**config.mk**
```make
export PLATFORM = sky130hd
export DESIGN_NAME = lsu_mem_port
export DESIGN_NICKNAME = d
export VERILOG_FILES = /design/src/rtl/lsu_pkg.sv /design/src/rtl/lsu_mem_port_lane_align.sv /design/src/rtl/lsu_mem_port.sv
export SDC_FILE = /design/constraint.sdc
export NUM_CORES = 1
export LEC_CHECK = 0
export BUFFER_PORTS_ARGS = -buffer_cell sky130_fd_sc_hd__buf_2
export CORE_ASPECT_RATIO = 0.5
export CORE_UTILIZATION = 46
export CTS_CLUSTER_DIAMETER = 150
export CTS_CLUSTER_SIZE = 25
export DETAILED_ROUTE_END_ITERATION = 10
export GPL_ROUTABILITY_DRIVEN = 0
export PLACE_DENSITY_LB_ADDON = 0.25
export SKIP_CTS_REPAIR_TIMING = 1
export SYNTH_ARGS = -nofsm -noshare
export SYNTH_HDL_FRONTEND = slang
export SYNTH_SLANG_ARGS = --single-unit
```
**constraint.sdc**
```tcl
create_clock -name clk -period 1.86 [get_ports clk]
set_input_delay 0.279 -clock clk [delete_from_list [all_inputs] [get_ports clk]]
set_output_delay 0.279 -clock clk [all_outputs]
set_load 0.005 [all_outputs]
```
**src/rtl/lsu_pkg.sv**
```systemverilog
// Shared definitions for the load/store unit: funct3 size codes, response
// error codes, one-hot FSM encoding and request decode helpers.
package lsu_pkg;

    localparam logic [2:0] F3_B  = 3'b000;
    localparam logic [2:0] F3_H  = 3'b001;
    localparam logic [2:0] F3_W  = 3'b010;
    localparam logic [2:0] F3_D  = 3'b011;
    localparam logic [2:0] F3_BU = 3'b100;
    localparam logic [2:0] F3_HU = 3'b101;
    localparam logic [2:0] F3_WU = 3'b110;

    localparam logic [1:0] ERR_OK       = 2'd0;
    localparam logic [1:0] ERR_MISALIGN = 2'd1;
    localparam logic [1:0] ERR_TIMEOUT  = 2'd2;
    localparam logic [1:0] ERR_ILLEGAL  = 2'd3;

    localparam logic [3:0] ST_IDLE  = 4'b0001;
    localparam logic [3:0] ST_MREQ  = 4'b0010;
    localparam logic [3:0] ST_MWAIT = 4'b0100;
    localparam logic [3:0] ST_RESP  = 4'b1000;

    typedef enum logic [3:0] {
        S_IDLE  = ST_IDLE,
        S_MREQ  = ST_MREQ,
        S_MWAIT = ST_MWAIT,
        S_RESP  = ST_RESP
    } lsu_state_e;

    // Unsigned stores and the 64-bit-only sizes are rejected here.
    function automatic logic f3_illegal(input logic [2:0] f3, input logic we,
                                        input logic is64);
        logic ill;
        case (f3)
            F3_B, F3_H, F3_W: ill = 1'b0;
            F3_D:             ill = !is64;
            F3_BU, F3_HU:     ill = we;
            F3_WU:            ill = we || !is64;
            default:          ill = 1'b1;
        endcase
        return ill;
    endfunction

    function automatic logic misaligned(input logic [1:0] size_log2,
                                        input logic [2:0] addr_lo);
        logic mis;
        case (size_log2)
            2'd0:    mis = 1'b0;
            2'd1:    mis = addr_lo[0];
            2'd2:    mis = |addr_lo[1:0];
            default: mis = |addr_lo;
        endcase
        return mis;
    endfunction

endpackage

```
**src/rtl/lsu_mem_port_lane_align.sv**
```systemverilog
// Combinational lane steering: byte strobes and replicated store data on the
// way out, shift-down and sign/zero extension of load data on the way back.
module lsu_lane_align
    import lsu_pkg::*;
#(
    parameter  int XLEN  = 32,
    localparam int NB    = XLEN / 8,
    localparam int OFF_W = $clog2(NB)
) (
    input  logic [2:0]       funct3,
    input  logic [OFF_W-1:0] off,
    input  logic [XLEN-1:0]  wdata,
    input  logic [XLEN-1:0]  rdata,
    output logic [NB-1:0]    strb,
    output logic [XLEN-1:0]  wdata_rep,
    output logic [XLEN-1:0]  rdata_ext
);

    localparam logic [XLEN-1:0] ONE = XLEN'(1);

    logic [7:0]      mask8;
    logic [XLEN-1:0] shifted;
    logic [XLEN-1:0] keep;
    logic [XLEN-1:0] msb;
    logic [6:0]      nbits;
    logic            sign_bit;

    always_comb begin
        case (funct3[1:0])
            2'd0:    mask8 = 8'h01;
            2'd1:    mask8 = 8'h03;
            2'd2:    mask8 = 8'h0F;
            default: mask8 = 8'hFF;
        endcase
    end

    assign strb = mask8[NB-1:0] << off;

    // Each lane carries the store byte that belongs at that position for the
    // access size, so any naturally aligned offset sees the right data.
    for (genvar gi = 0; gi < NB; gi++) begin : g_lane
        logic [7:0] lane_byte;
        always_comb begin
            case (funct3[1:0])
                2'd0:    lane_byte = wdata[7:0];
                2'd1:    lane_byte = wdata[8*(gi%2) +: 8];
                2'd2:    lane_byte = wdata[8*(gi%4) +: 8];
                default: lane_byte = wdata[8*(gi%8) +: 8];
            endcase
        end
        assign wdata_rep[8*gi +: 8] = lane_byte;
    end

    assign shifted = rdata >> {off, 3'b000};

    // keep masks the access width; its top bit selects the sign source.
    always_comb begin
        nbits = 7'd8 << funct3[1:0];
        if (nbits >= 7'(XLEN)) begin
            keep = '1;
        end else begin
            keep = (ONE << nbits) - ONE;
        end
        msb       = keep & ~(keep >> 1);
        sign_bit  = (|(shifted & msb)) & ~funct3[2];
        rdata_ext = (shifted & keep) | (sign_bit ? ~keep : '0);
    end

endmodule

```
**src/rtl/lsu_mem_port.sv**
```systemverilog
// Load/store unit bridging the core request/response handshake to the
// valid/ack memory channel, with alignment, size and timeout checking.
module lsu_mem_port
    import lsu_pkg::*;
#(
    parameter int XLEN        = 32,
    parameter int ADDR_W      = 32,
    parameter int TIMEOUT_CYC = 255
) (
    input  logic                clk,
    input  logic                rst,
    input  logic                req_valid,
    output logic                req_ready,
    input  logic                req_we,
    input  logic [2:0]          req_funct3,
    input  logic [ADDR_W-1:0]   req_addr,
    input  logic [XLEN-1:0]     req_wdata,
    output logic                resp_valid,
    input  logic                resp_ready,
    output logic [XLEN-1:0]     resp_rdata,
    output logic [1:0]          resp_err,
    output logic [ADDR_W-1:0]   Address,
    output logic                MemWrite,
    output logic [XLEN-1:0]     Write_data,
    output logic [XLEN/8-1:0]   Write_strb,
    output logic                MemRead,
    input  logic                Mem_Req_Ack,
    input  logic [XLEN-1:0]     Read_data,
    input  logic                Read_data_Valid,
    output logic                Read_data_Ack
);

    localparam int   NB    = XLEN / 8;
    localparam int   OFF_W = $clog2(NB);
    localparam int   CNT_W = $clog2(TIMEOUT_CYC + 2);
    localparam logic IS64  = (XLEN == 64);
    localparam logic TO_EN = (TIMEOUT_CYC != 0);
    localparam logic [CNT_W-1:0] CNT_LAST =
        CNT_W'((TIMEOUT_CYC == 0) ? 0 : TIMEOUT_CYC - 1);

    lsu_state_e        state_reg;
    logic              we_reg;
    logic [2:0]        f3_reg;
    logic [ADDR_W-1:0] addr_reg;
    logic [XLEN-1:0]   wdata_reg;
    logic [CNT_W-1:0]  cnt_reg;
    logic              req_ready_reg;
    logic              resp_valid_reg;
    logic [XLEN-1:0]   resp_rdata_reg;
    logic [1:0]        resp_err_reg;
    logic              mem_write_reg;
    logic              mem_read_reg;
    logic              rd_ack_reg;

    logic              accept;
    logic              req_illegal;
    logic              req_misaligned;
    logic              timeout_hit;
    logic [XLEN-1:0]   rdata_ext;

    assign accept         = req_valid && req_ready_reg;
    assign req_illegal    = f3_illegal(req_funct3, req_we, IS64);
    assign req_misaligned = misaligned(req_funct3[1:0], req_addr[2:0]);
    assign timeout_hit    = TO_EN && (cnt_reg == CNT_LAST);

    lsu_lane_align #(.XLEN(XLEN)) u_align (
        .funct3    (f3_reg),
        .off       (addr_reg[OFF_W-1:0]),
        .wdata     (wdata_reg),
        .rdata     (Read_data),
        .strb      (Write_strb),
        .wdata_rep (Write_data),
        .rdata_ext (rdata_ext)
    );

    assign Address       = {addr_reg[ADDR_W-1:OFF_W], {OFF_W{1'b0}}};
    assign req_ready     = req_ready_reg;
    assign resp_valid    = resp_valid_reg;
    assign resp_rdata    = resp_rdata_reg;
    assign resp_err      = resp_err_reg;
    assign MemWrite      = mem_write_reg;
    assign MemRead       = mem_read_reg;
    assign Read_data_Ack = rd_ack_reg;

    always_ff @(posedge clk or negedge rst) begin
        if (!rst) begin
            state_reg      <= S_IDLE;
            we_reg         <= 1'b0;
            f3_reg         <= F3_B;
            addr_reg       <= '0;
            wdata_reg      <= '0;
            cnt_reg        <= '0;
            req_ready_reg  <= 1'b1;
            resp_valid_reg <= 1'b0;
            resp_rdata_reg <= '0;
            resp_err_reg   <= ERR_OK;
            mem_write_reg  <= 1'b0;
            mem_read_reg   <= 1'b0;
            rd_ack_reg     <= 1'b0;
        end else begin
            case (state_reg)
                S_IDLE: begin
                    if (accept) begin
                        we_reg         <= req_we;
                        f3_reg         <= req_funct3;
                        addr_reg       <= req_addr;
                        wdata_reg      <= req_wdata;
                        cnt_reg        <= '0;
                        req_ready_reg  <= 1'b0;
                        resp_rdata_reg <= '0;
                        if (req_illegal || req_misaligned) begin
                            resp_err_reg   <= req_illegal ? ERR_ILLEGAL : ERR_MISALIGN;
                            resp_valid_reg <= 1'b1;
                            state_reg      <= S_RESP;
                        end else begin
                            mem_write_reg <= req_we;
                            mem_read_reg  <= !req_we;
                            state_reg     <= S_MREQ;
                        end
                    end
                end
                S_MREQ: begin
                    // An ack in the last allowed cycle still wins over the timeout.
                    if (Mem_Req_Ack) begin
                        mem_write_reg <= 1'b0;
                        mem_read_reg  <= 1'b0;
                        cnt_reg       <= cnt_reg + 1'b1;
                        if (we_reg) begin
                            resp_err_reg   <= ERR_OK;
                            resp_valid_reg <= 1'b1;
                            state_reg      <= S_RESP;
                        end else begin
                            rd_ack_reg <= 1'b1;
                            state_reg  <= S_MWAIT;
                        end
                    end else if (timeout_hit) begin
                        mem_write_reg  <= 1'b0;
                        mem_read_reg   <= 1'b0;
                        resp_err_reg   <= ERR_TIMEOUT;
                        resp_valid_reg <= 1'b1;
                        state_reg      <= S_RESP;
                    end else begin
                        cnt_reg <= cnt_reg + 1'b1;
                    end
                end
                S_MWAIT: begin
                    if (Read_data_Valid) begin
                        rd_ack_reg     <= 1'b0;
                        resp_rdata_reg <= rdata_ext;
                        resp_err_reg   <= ERR_OK;
                        resp_valid_reg <= 1'b1;
                        state_reg      <= S_RESP;
                    end else if (timeout_hit) begin
                        rd_ack_reg     <= 1'b0;
                        resp_err_reg   <= ERR_TIMEOUT;
                        resp_valid_reg <= 1'b1;
                        state_reg      <= S_RESP;
                    end else begin
                        cnt_reg <= cnt_reg + 1'b1;
                    end
                end
                S_RESP: begin
                    if (resp_ready) begin
                        resp_valid_reg <= 1'b0;
                        resp_rdata_reg <= '0;
                        resp_err_reg   <= ERR_OK;
                        req_ready_reg  <= 1'b1;
                        state_reg      <= S_IDLE;
                    end
                end
                default: begin
                    mem_write_reg  <= 1'b0;
                    mem_read_reg   <= 1'b0;
                    rd_ack_reg     <= 1'b0;
                    resp_valid_reg <= 1'b0;
                    req_ready_reg  <= 1'b1;
                    state_reg      <= S_IDLE;
                end
            endcase
        end
    end

endmodule

```
==> results.toml <==
[setup_path]
critPathArrivalTime_ns = 2.28
worstPathCellList = "mux2i_2 -> mux2_4 -> or2_4 -> a2111oi_4 -> buf_4 -> clkbuf_16 -> a221o_1"
critPathMaxStageDelay_ns = 0.44
critPathLaunchType = "flop"
slowest_stage = "dfrtp_2"
worstPathRequired_ns = 2.21
cp_max_fo = 8
worst-setup-path-type = "flop to flop"
endpoint_kind = "flop"

[global_routing]
grt_max_degree = 35
grtUsageMet1_pct = 32.92
grt_busiest_layer = "met2"
gr-usage-met3_pct = 6.506
grt_pass1_wl_microns = 27820
antenna_found_initial = 1
grt_pass1_vias = 5578
grt_overflow = 0
track_usage_pct = 24.80
grt_use_met2_pct = 39.03

[synth]
yosys_warnings = 0
async_flop_share_pct = 100.0
synth_area_sq_mm = 0.006276
syn_area_per_cell_sq_um = 9.043
syn_inst = 694
synth.distinct_cells = 61
synth.ff_latch_count = 120
synth_top_flop_cell = "dfrtp_1"
synth_edf_count = 0
ys_seq_area_share_pct = 47.89

[finish]
final_common_cell = "nand2_1"
drive_gt1_share_pct = 41.65
nets = 1041
final_cell_mix = "nand2_1 (221), buf_2 (202), dfrtp_1 (112)"
synthToLayoutAreaGrowth_pct = 40.11
antenna_cells = 0
n_fill_cell = 1030

[sta]
fmax_ghz = 0.5181
tns_ns = -0.9170
post-route-min-period_ns = 1.930
final.setup.worst_slack_ns = -0.07005
rsz0062_at_grt = "true"
finalCritPeriodShare_pct = 103.8
drv_slew = 0
hold_violations = 0
final-setup-viol-count = 19
hold_ws_ns = 0.05122
skew_ns = 0.01249

[power]
ir_drop_uv = 814.5
p_int_mw = 8.553
p_sw_share_pct = 37.68
leakage_nw = 4.828
seqPwrFrac_pct = 29.7
p_per_area_mw_per_mm2 = 1561
clockPowerShare_pct = 23.2
p_sw_mw = 5.173
comb_power_share_pct = 47.2

[clock_network]
clk_pin_slew_worst_paths_ns = 0.06
cts_made_buffers = 17
cts_tree = "done"
clockBufferDepth = 2
clock_latency_ns = 0.41
cts_root_buf = "clkbuf_16"
htreeDepth = 4
cts.sinks = 120

[floorplan]
io_pins = 213
core-area_sq_mm = 0.01299
chipWidth_microns = 167.2
start_util_pct = 48.31
die_y_microns = 84.60
die_area_sq_mm = 0.01414
rows = 29

[detailed_routing]
drc = 0
drt-initial-drc-count = 457
final_antenna_net_count = 0
dr.pass1.iters = 5
wirelength_microns = 18130
wl_per_cell_microns = 16.25
num_vias = 5859
via_per_inst = 5.250

[run_status]
violations = "setup timing"
outcome = "complete, but fails checks"

[hold_path]
min_path_type = "primary input to flop"

[placed_design]
io_buffers = 210
dp_hpwl_microns = 12660

[job]
maxCapViolCount = 0
-- Yosys cell counts (10+ instances only) --
cell type  instances  share of area (%)
a211o_1           17                2.4
a211oi_1          10                1.2
a21oi_1           24                1.9
buf_2             10               0.80
buf_4             40                4.8
clkbuf_1          23                1.4
dfrtp_1          118                 47
mux2_2            21                3.8
mux2i_1           25                4.0
nand2_1          223                 13
nor2_1            36                2.2
nor2b_1           14                1.4
o21ai_0           25                2.0
-- per-stage QoR --
step,utilization [%],instances,instance area (sq um),power [mW],setup WS (ns)
global placement,59.00,1057,7664,9.411,-0.02587
detailed placement,59.00,1057,7664,9.523,-0.03616
global route,67.69,1116,8793,14.57,-0.1133
finish,67.69,1116,8793,13.73,-0.07005
floorplan,-,695,6324,7.568,-0.02539
CTS,63.42,1089,8238,12.75,-0.1201
-- final cells by class --
| type | count | area [sq um] | area share, % |
|---|---|---|---|
| Tap cell | 170 | 212.7 | 2.419 |
| Inverter | 8 | 30.03 | 0.3415 |
| Multi-Input combinational cell | 489 | 2990 | 34.01 |
| Clock buffer | 18 | 439.2 | 4.994 |
| Sequential cell | 120 | 3013 | 34.26 |
| Clock inverter | 14 | 135.1 | 1.537 |
| Timing Repair Buffer | 297 | 1973 | 22.44 |
-- critical path, delay by kind of cell (launching register included) --
kind | cells | cell delay, ns
mux | 2 | 0.44
flops | 1 | 0.44
simple gates | 1 | 0.24
compound gates | 2 | 0.38
buf+inv | 2 | 0.37
-- layer usage --
layer | vias to the layer above | wire length [microns]
met4 | 2 | 342
met1 | 2774 | 7914
met2 | 241 | 8554
li1 | 2808 | -
met5 | - | 13
met3 | 34 | 1305
-- cell families (layout without fill, tap and decap cells) --
kind of cell | count (synthesis) | count (layout) | synth area share, %
AO/OA/AOI/OAI | 128 | 128 | 14.59
AND/OR/NAND/NOR | 309 | 309 | 21.05
multiplexers | 46 | 46 | 7.755
buffers and inverters | 86 | 337 | 7.974
adder cells (fa/ha/maj) | 2 | 2 | 0.3987
flip-flops | 120 | 120 | 47.89
XOR/XNOR | 2 | 2 | 0.2792
other | 1 | 2 | 0.05975
-- power groups by stage --
stage               Sequential [mW]  Combinational [mW]  Clock (mW)
detailed placement             4.06                5.46           0
global route                   4.17                7.02        3.37
CTS                            4.04                5.48        3.23
finish                         4.07                6.48        3.18
floorplan                      3.92                3.64           0
global placement               4.05                5.36           0
-- final timing paths --
kind / startpoint / endpoint / slack (ns) / depth (start not counted)
worst min-delay path: req_addr[5] / addr_reg[5] / 0.05 / 3
worst max register to register: addr_reg[1] / resp_rdata[29] / -0.07 / 7
max in group asynchronous: rst / req_ready / 0.89 / 3
worst max-delay path: addr_reg[1] / resp_rdata[29] / -0.07 / 7
min in group asynchronous: rst / wdata_reg[21] / 0.30 / 2
worst min register to register: wdata_reg[19] / wdata_reg[19] / 0.47 / 2
No activity file was read; power rests on OpenSTA's default activity.
